**config.mk**
```make
export PLATFORM = sky130hd
export DESIGN_NAME = lsu_mem_initiator
export DESIGN_NICKNAME = d
export VERILOG_FILES = /design/src/rtl/lsu_mem_initiator.sv
export SDC_FILE = /design/constraint.sdc
export NUM_CORES = 1
export LEC_CHECK = 0
export BUFFER_PORTS_ARGS = -buffer_cell sky130_fd_sc_hd__buf_4
export CAP_MARGIN = 10
export CORE_MARGIN = 2
export CORE_UTILIZATION = 47
export DETAILED_ROUTE_END_ITERATION = 10
export PLACE_DENSITY_LB_ADDON = 0.3
export SYNTH_ARGS = -nofsm -noshare
export SYNTH_HDL_FRONTEND = slang
export SYNTH_SLANG_ARGS = --single-unit
```
**constraint.sdc**
```tcl
create_clock -name clk -period 2.26 [get_ports clk]
set_input_delay 0.113 -clock clk [delete_from_list [all_inputs] [get_ports clk]]
set_output_delay 0.113 -clock clk [all_outputs]
set_load 0.03 [all_outputs]
```
**src/rtl/lsu_mem_initiator.sv**
```systemverilog
// lsu_mem_initiator: master side of the LSU-to-data-SRAM interface.
// Takes one load/store from EXU, issues a single-cycle SRAM request, waits
// for the SRAM response (or a timeout), extracts/extends load data and holds
// the result for WBU until it is accepted. All outputs are registered: the
// combinational block computes the value each output takes in the next state.
module lsu_mem_initiator #(
  parameter int DATA_W  = 32,
  parameter int OPT_W   = 4,
  parameter int TIMEOUT = 255
) (
  input  logic              clk,
  input  logic              rst,
  input  logic              i_valid,
  output logic              o_ready,
  input  logic [DATA_W-1:0] i_addr,
  input  logic [DATA_W-1:0] i_wdata,
  input  logic [OPT_W-1:0]  i_opt,
  output logic              o_mem_valid,
  output logic [DATA_W-1:0] o_mem_raddr,
  output logic              o_mem_ren,
  output logic [DATA_W-1:0] o_mem_waddr,
  output logic [DATA_W-1:0] o_mem_wdata,
  output logic              o_mem_wen,
  output logic [OPT_W-1:0]  o_mem_store_opt,
  input  logic              i_mem_valid,
  input  logic [DATA_W-1:0] i_mem_rdata,
  output logic              o_wb_valid,
  input  logic              i_wb_ready,
  output logic [DATA_W-1:0] o_wb_data,
  output logic              o_err
);

  localparam int CNT_W = (TIMEOUT < 1) ? 1 : $clog2(TIMEOUT + 1);
  // Last WAIT cycle: counter starts at 0, so TIMEOUT cycles end at TIMEOUT-1.
  localparam logic [CNT_W-1:0] CNT_LAST = CNT_W'(TIMEOUT - 1);

  localparam logic [OPT_W-1:0] OP_LB  = OPT_W'(1);
  localparam logic [OPT_W-1:0] OP_LH  = OPT_W'(2);
  localparam logic [OPT_W-1:0] OP_LW  = OPT_W'(3);
  localparam logic [OPT_W-1:0] OP_LBU = OPT_W'(4);
  localparam logic [OPT_W-1:0] OP_LHU = OPT_W'(5);
  localparam logic [OPT_W-1:0] OP_SB  = OPT_W'(9);
  localparam logic [OPT_W-1:0] OP_SH  = OPT_W'(10);
  localparam logic [OPT_W-1:0] OP_SW  = OPT_W'(11);

  typedef enum logic [1:0] {
    ST_IDLE = 2'd0,
    ST_REQ  = 2'd1,
    ST_WAIT = 2'd2,
    ST_RESP = 2'd3
  } state_t;

  function automatic logic op_is_load(input logic [OPT_W-1:0] op);
    logic res;
    case (op)
      OP_LB, OP_LH, OP_LW, OP_LBU, OP_LHU: res = 1'b1;
      default:                             res = 1'b0;
    endcase
    return res;
  endfunction

  function automatic logic op_is_store(input logic [OPT_W-1:0] op);
    logic res;
    case (op)
      OP_SB, OP_SH, OP_SW: res = 1'b1;
      default:             res = 1'b0;
    endcase
    return res;
  endfunction

  // Halfwords need an even address, words a 4-byte aligned one.
  function automatic logic op_misaligned(input logic [OPT_W-1:0] op,
                                         input logic [1:0]       lane);
    logic res;
    case (op)
      OP_LH, OP_LHU, OP_SH: res = lane[0];
      OP_LW, OP_SW:         res = (lane != 2'b00);
      default:              res = 1'b0;
    endcase
    return res;
  endfunction

  // Select the addressed byte/halfword lane and sign- or zero-extend it.
  function automatic logic [DATA_W-1:0] load_extract(input logic [OPT_W-1:0]  op,
                                                     input logic [1:0]        lane,
                                                     input logic [DATA_W-1:0] rdata);
    logic [7:0]        b;
    logic [15:0]       h;
    logic [DATA_W-1:0] res;
    b = rdata[{lane, 3'b000} +: 8];
    h = rdata[{lane[1], 4'b0000} +: 16];
    case (op)
      OP_LB:   res = {{(DATA_W-8){b[7]}}, b};
      OP_LBU:  res = {{(DATA_W-8){1'b0}}, b};
      OP_LH:   res = {{(DATA_W-16){h[15]}}, h};
      OP_LHU:  res = {{(DATA_W-16){1'b0}}, h};
      OP_LW:   res = rdata;
      default: res = {DATA_W{1'b0}};
    endcase
    return res;
  endfunction

  state_t             state_r, state_s;
  logic [CNT_W-1:0]   cnt_r, cnt_s;
  logic [OPT_W-1:0]   opt_r, opt_s;
  logic [1:0]         lane_r, lane_s;

  logic               ready_s, mem_valid_s, ren_s, wen_s, wb_valid_s, err_s;
  logic [DATA_W-1:0]  raddr_s, waddr_s, wdata_s, wb_data_s;
  logic [OPT_W-1:0]   store_opt_s;
  logic               req_legal_s;

  // Next-state and next-output computation for the request/response FSM.
  always_comb begin
    state_s     = state_r;
    cnt_s       = cnt_r;
    opt_s       = opt_r;
    lane_s      = lane_r;
    ready_s     = 1'b0;
    mem_valid_s = 1'b0;
    ren_s       = 1'b0;
    wen_s       = 1'b0;
    raddr_s     = {DATA_W{1'b0}};
    waddr_s     = {DATA_W{1'b0}};
    wdata_s     = {DATA_W{1'b0}};
    store_opt_s = {OPT_W{1'b0}};
    wb_valid_s  = 1'b0;
    wb_data_s   = {DATA_W{1'b0}};
    err_s       = 1'b0;
    req_legal_s = (op_is_load(i_opt) || op_is_store(i_opt)) &&
                  !op_misaligned(i_opt, i_addr[1:0]);
    case (state_r)
      ST_IDLE: begin
        if (i_valid) begin
          opt_s  = i_opt;
          lane_s = i_addr[1:0];
          if (req_legal_s) begin
            state_s     = ST_REQ;
            mem_valid_s = 1'b1;
            if (op_is_load(i_opt)) begin
              ren_s   = 1'b1;
              raddr_s = {i_addr[DATA_W-1:2], 2'b00};
            end else begin
              wen_s       = 1'b1;
              waddr_s     = i_addr;
              wdata_s     = i_wdata;
              store_opt_s = i_opt;
            end
          end else begin
            // Illegal or misaligned: answer with an error, no SRAM access.
            state_s    = ST_RESP;
            wb_valid_s = 1'b1;
            err_s      = 1'b1;
          end
        end else begin
          ready_s = 1'b1;
        end
      end
      ST_REQ: begin
        state_s     = ST_WAIT;
        cnt_s       = {CNT_W{1'b0}};
        store_opt_s = o_mem_store_opt;
      end
      ST_WAIT: begin
        cnt_s = cnt_r + CNT_W'(1);
        if (i_mem_valid) begin
          state_s    = ST_RESP;
          wb_valid_s = 1'b1;
          if (op_is_load(opt_r)) begin
            wb_data_s = load_extract(opt_r, lane_r, i_mem_rdata);
          end else begin
            wb_data_s = {DATA_W{1'b0}};
          end
        end else if (cnt_r == CNT_LAST) begin
          state_s    = ST_RESP;
          wb_valid_s = 1'b1;
          err_s      = 1'b1;
        end else begin
          store_opt_s = o_mem_store_opt;
        end
      end
      ST_RESP: begin
        if (i_wb_ready) begin
          state_s = ST_IDLE;
          ready_s = 1'b1;
        end else begin
          wb_valid_s = 1'b1;
          wb_data_s  = o_wb_data;
          err_s      = o_err;
        end
      end
      default: begin
        state_s = ST_IDLE;
        ready_s = 1'b1;
      end
    endcase
  end

  // State, captured operation and registered outputs; synchronous reset.
  always_ff @(posedge clk) begin
    if (rst) begin
      state_r         <= ST_IDLE;
      cnt_r           <= {CNT_W{1'b0}};
      opt_r           <= {OPT_W{1'b0}};
      lane_r          <= 2'b00;
      o_ready         <= 1'b1;
      o_mem_valid     <= 1'b0;
      o_mem_ren       <= 1'b0;
      o_mem_wen       <= 1'b0;
      o_mem_raddr     <= {DATA_W{1'b0}};
      o_mem_waddr     <= {DATA_W{1'b0}};
      o_mem_wdata     <= {DATA_W{1'b0}};
      o_mem_store_opt <= {OPT_W{1'b0}};
      o_wb_valid      <= 1'b0;
      o_wb_data       <= {DATA_W{1'b0}};
      o_err           <= 1'b0;
    end else begin
      state_r         <= state_s;
      cnt_r           <= cnt_s;
      opt_r           <= opt_s;
      lane_r          <= lane_s;
      o_ready         <= ready_s;
      o_mem_valid     <= mem_valid_s;
      o_mem_ren       <= ren_s;
      o_mem_wen       <= wen_s;
      o_mem_raddr     <= raddr_s;
      o_mem_waddr     <= waddr_s;
      o_mem_wdata     <= wdata_s;
      o_mem_store_opt <= store_opt_s;
      o_wb_valid      <= wb_valid_s;
      o_wb_data       <= wb_data_s;
      o_err           <= err_s;
    end
  end

endmodule
```
==> impl_metrics.yaml <==
floorplan:
  die_height_um: 114
  io_pins: 243
  coreArea_um2: 11900
  dieArea_um2: 12900
  initial_core_util_pct: 47.6
  fp-row-count: 40
  die_width_um: 114
setup_path:
  cpLargestDelayFamily: "compound AO/OA/AOI/OAI gates"
  critPathMaxStageDelay_ns: 0.51
  crit_chain: "and4bb_2 > a211o_1 > nand2_1 > a311oi_1"
  crit_cells: 4
  worstRegToRegCells: 4
  reg2reg_to: "o_wb_data[11]$_SDFFE_PP0N_"
  critical_path_class: "reg2reg"
  startpoint_type: "flip-flop"
  critPathArrivalTime_ns: 2.32
  rrSetupSlack_ns: 0.26
  timing.rr.start: "opt_r[0]$_SDFFE_PP0P_"
  timing.critical_path.to: "o_wb_data[11]$_SDFFE_PP0N_"
  startpoint: "opt_r[0]$_SDFFE_PP0P_"
  critPathSlowestCell: "and4bb_2"
  endpoint_kind: "flip-flop"
  critPathMaxFanout: 19
  critPathRequiredTime_ns: 2.58
  crit_buf_inv: 0
sta:
  rsz0062_at_grt: "false"
  hold_viol_final: 0
  fmax_mhz: 500
  setup_violations: 0
  min_period_over_period_pct: 88.5
  finClkSkew_ns: 0.00570
  worst_slew_pin_slew_ns: 1.08
  slew_headroom_pct: 27.7
  setup_tns_ns: 0
  final_max_slew_viol_count: 0
  min_period_ns: 2.00
power:
  seqPwrFrac_pct: 40.5
  intPower_mw: 5.11
  leakage_nw: 3.95
  clockPowerShare_pct: 39.8
  power.density_nw_per_um2: 801
  power.switching_mw: 1.96
  p_sw_share_pct: 27.7
  peakVddDrop_mv: 0.543
  power_frac_comb_pct: 19.8
global_route:
  grt_pass1_wl_mm: 27.2
  met1_usage_pct: 29.6
  grt_max_degree: 66
  busiest_layer: "met2"
  antenna_found_initial: 1
  globalRouteMet2Util_pct: 47.3
  grt_overflow: 0
  met3_usage_pct: 10.3
  grt_pass1_vias: 5393
  grt.total_usage_pct: 27.1
logic_synthesis:
  syn_area_per_cell_um2: 10.4
  synth_area_leader_cell: "dfxtp_1"
  synthTopCellsByArea: "dfxtp_1 54%, and2_1 10%, nand2_1 3.7%, mux4_2 3.2%, a21oi_1 2.9%"
  synth_edf_count: 0
  synth_top_cell_area_share_pct: 53.9
  yosysSeqAreaShare_pct: 53.9
  async_reset_ff_share_pct: 0
  yosys.cell_count.top_type: "dfxtp_1"
  netlist_top_cells_count: "152 x dfxtp_1, 94 x and2_1, 55 x nand2_1, 33 x a21oi_1, 21 x a22oi_1"
  yosysWarningCount: 0
  yosys_most_used_dff: "dfxtp_1"
  syn-cell-area_um2: 5650
  synth_cell_types: 53
  syn_inst: 543
  synth.ff_latch_count: 152
clock_tree:
  insertion_delay_ns: 0.41
  postCtsHoldBufs: 74
  cts_setup_buffers: 0
  cts-root-buf: "clkbuf_16"
  cts_buffers: 17
  h-tree-depth: 4
  post_cts_resized: 0
  cts.sinks: 152
  clkTransAtPathRegs_ns: 0.06
  cts_tree: "built"
  clockBufferDepth: 2
layout:
  drive_gt1_share_pct: 34.7
  layoutNonFillerInstCount: 1009
  fin_util_pct: 74.4
  stdcell_area_um2: 8820
  final_nets: 962
  fillers: 774
  area_growth_pct: 56.2
route:
  drtIter0Drc: 363
  drt_wl_total_mm: 17.6
  drc: 0
  routed_via_density: 5.26
  final_antenna_net_count: 0
  first_pass_iters: 6
  routedWlPerCell_um: 17.4
  vias: 5306
hold_path:
  hp-class: "in2reg"
  min_from: "i_mem_rdata[11]"
job:
  drv_cap: 0
placement:
  placed_area_um2: 7500
  gp_congestion: 0.906
  dp.cells: 904
  dp_hpwl_mm: 11.2
  io_buffer_count: 240
outcome:
  status: "finished, final reports clean"
==> cells in the final DEF (no fill, tap or decap), types with 2 or more instances in the layout <==
cell	count
a211oi_1	9
a21oi_1	33
clkinv_4	2
o2111ai_1	2
a311oi_1	9
nor3_1	3
a22o_1	16
clkinvlp_4	2
bufinv_16	3
clkbuf_16	17
xor2_1	4
o21ai_0	9
conb_1	2
a31oi_1	2
nor2_1	17
and2_1	94
mux2_2	2
nand4_1	5
clkinv_2	5
mux4_2	8
nand2_1	55
a222oi_1	2
dfxtp_1	152
nand3_1	10
a2111oi_4	2
buf_4	249
ha_1	7
nor2b_1	6
a22oi_1	21
inv_1	6
or3_1	3
dlygate4sd3_1	74
nand2b_1	5
==> cells by family (layout without fill, tap and decap cells) <==
family | after synthesis | in the layout | share of synthesized area [%]
buffers and inverters | 43 | 360 | 4.45
other | 1 | 3 | 0.0664
AND/OR/NAND/NOR | 208 | 208 | 20.0
AO/OA/AOI/OAI | 117 | 117 | 15.7
adder cells (fa/ha/maj) | 7 | 7 | 1.55
flip-flops | 152 | 152 | 53.9
XOR/XNOR | 5 | 5 | 0.775
multiplexers | 10 | 10 | 3.59
==> layout make-up <==
class	count	area, um^2	share of cell area [%]
diodes	1	2.50	0.0284
repair buffers	324	2630	29.8
flip-flops and latches	152	3040	34.5
clock inverters	13	156	1.77
clock buffers	17	425	4.82
inverters	6	22.5	0.255
well taps	147	184	2.08
multi-input cells	349	2360	26.8
==> worst min path at each step <==
| stage | endpoint | slack (ns) | cells after the start |
|---|---|---|---|
| after floorplan | o_mem_raddr[10]$_SDFF_PP0_ | 0.23 | 1 |
| after global placement | o_mem_wdata[5]$_SDFF_PP0_ | 0.32 | 2 |
| after detailed placement | o_mem_wdata[22]$_SDFF_PP0_ | 0.32 | 2 |
| after CTS | o_wb_data[11]$_SDFFE_PP0N_ | 0.007 | 3 |
| after global routing | o_wb_data[11]$_SDFFE_PP0N_ | 0.02 | 3 |
| final | o_wb_data[11]$_SDFFE_PP0N_ | 0.02 | 3 |
==> registers in the layout (all words and copies together), names as in the netlist <==
| name | flops |
|---|---|
| cnt_r | 8 |
| lane_r | 2 |
| o_err | 1 |
| o_mem_raddr | 30 |
| o_mem_ren | 1 |
| o_mem_store_opt | 4 |
| o_mem_valid | 1 |
| o_mem_waddr | 32 |
| o_mem_wdata | 32 |
| o_mem_wen | 1 |
| o_ready | 1 |
| o_wb_data | 32 |
| o_wb_valid | 1 |
| opt_r | 4 |
| state_r | 2 |
==> layer usage <==
layer	part of all wire, %	up-vias	routed length, um
met1	37	2521	6550
met4	2.8	0	487
met3	8.7	40	1530
met5	0	-	0
met2	51	245	9000
li1	-	2500	-
==> worst reg2reg max path, cell delays in order (launching register included) <==
cell and delay, ns:
dfxtp_1 0.49, and4bb_2 0.51, a211o_1 0.47, nand2_1 0.14, a311oi_1 0.29
==> power groups by stage <==
stage                     Sequential (mW)  Clock [mW]  Combinational [mW]
after detailed placement             2.91           0                1.26
after global routing                 2.87        2.96                1.51
after CTS                            2.86        2.83                1.37
after floorplan                      3.01           0               0.729
after global placement               2.91           0                1.23
final                                2.86        2.81                1.40
==> metrics by stage <==
step	hold slack, ns	total power [mW]	setup WS [ns]
global route	0.0240	7.34	0.120
floorplan	0.235	3.74	0.516
CTS	0.00723	7.06	0.262
finish	0.0238	7.07	0.261
global placement	0.315	4.13	0.448
detailed placement	0.318	4.17	0.271
(Power assumes the default switching activity.)
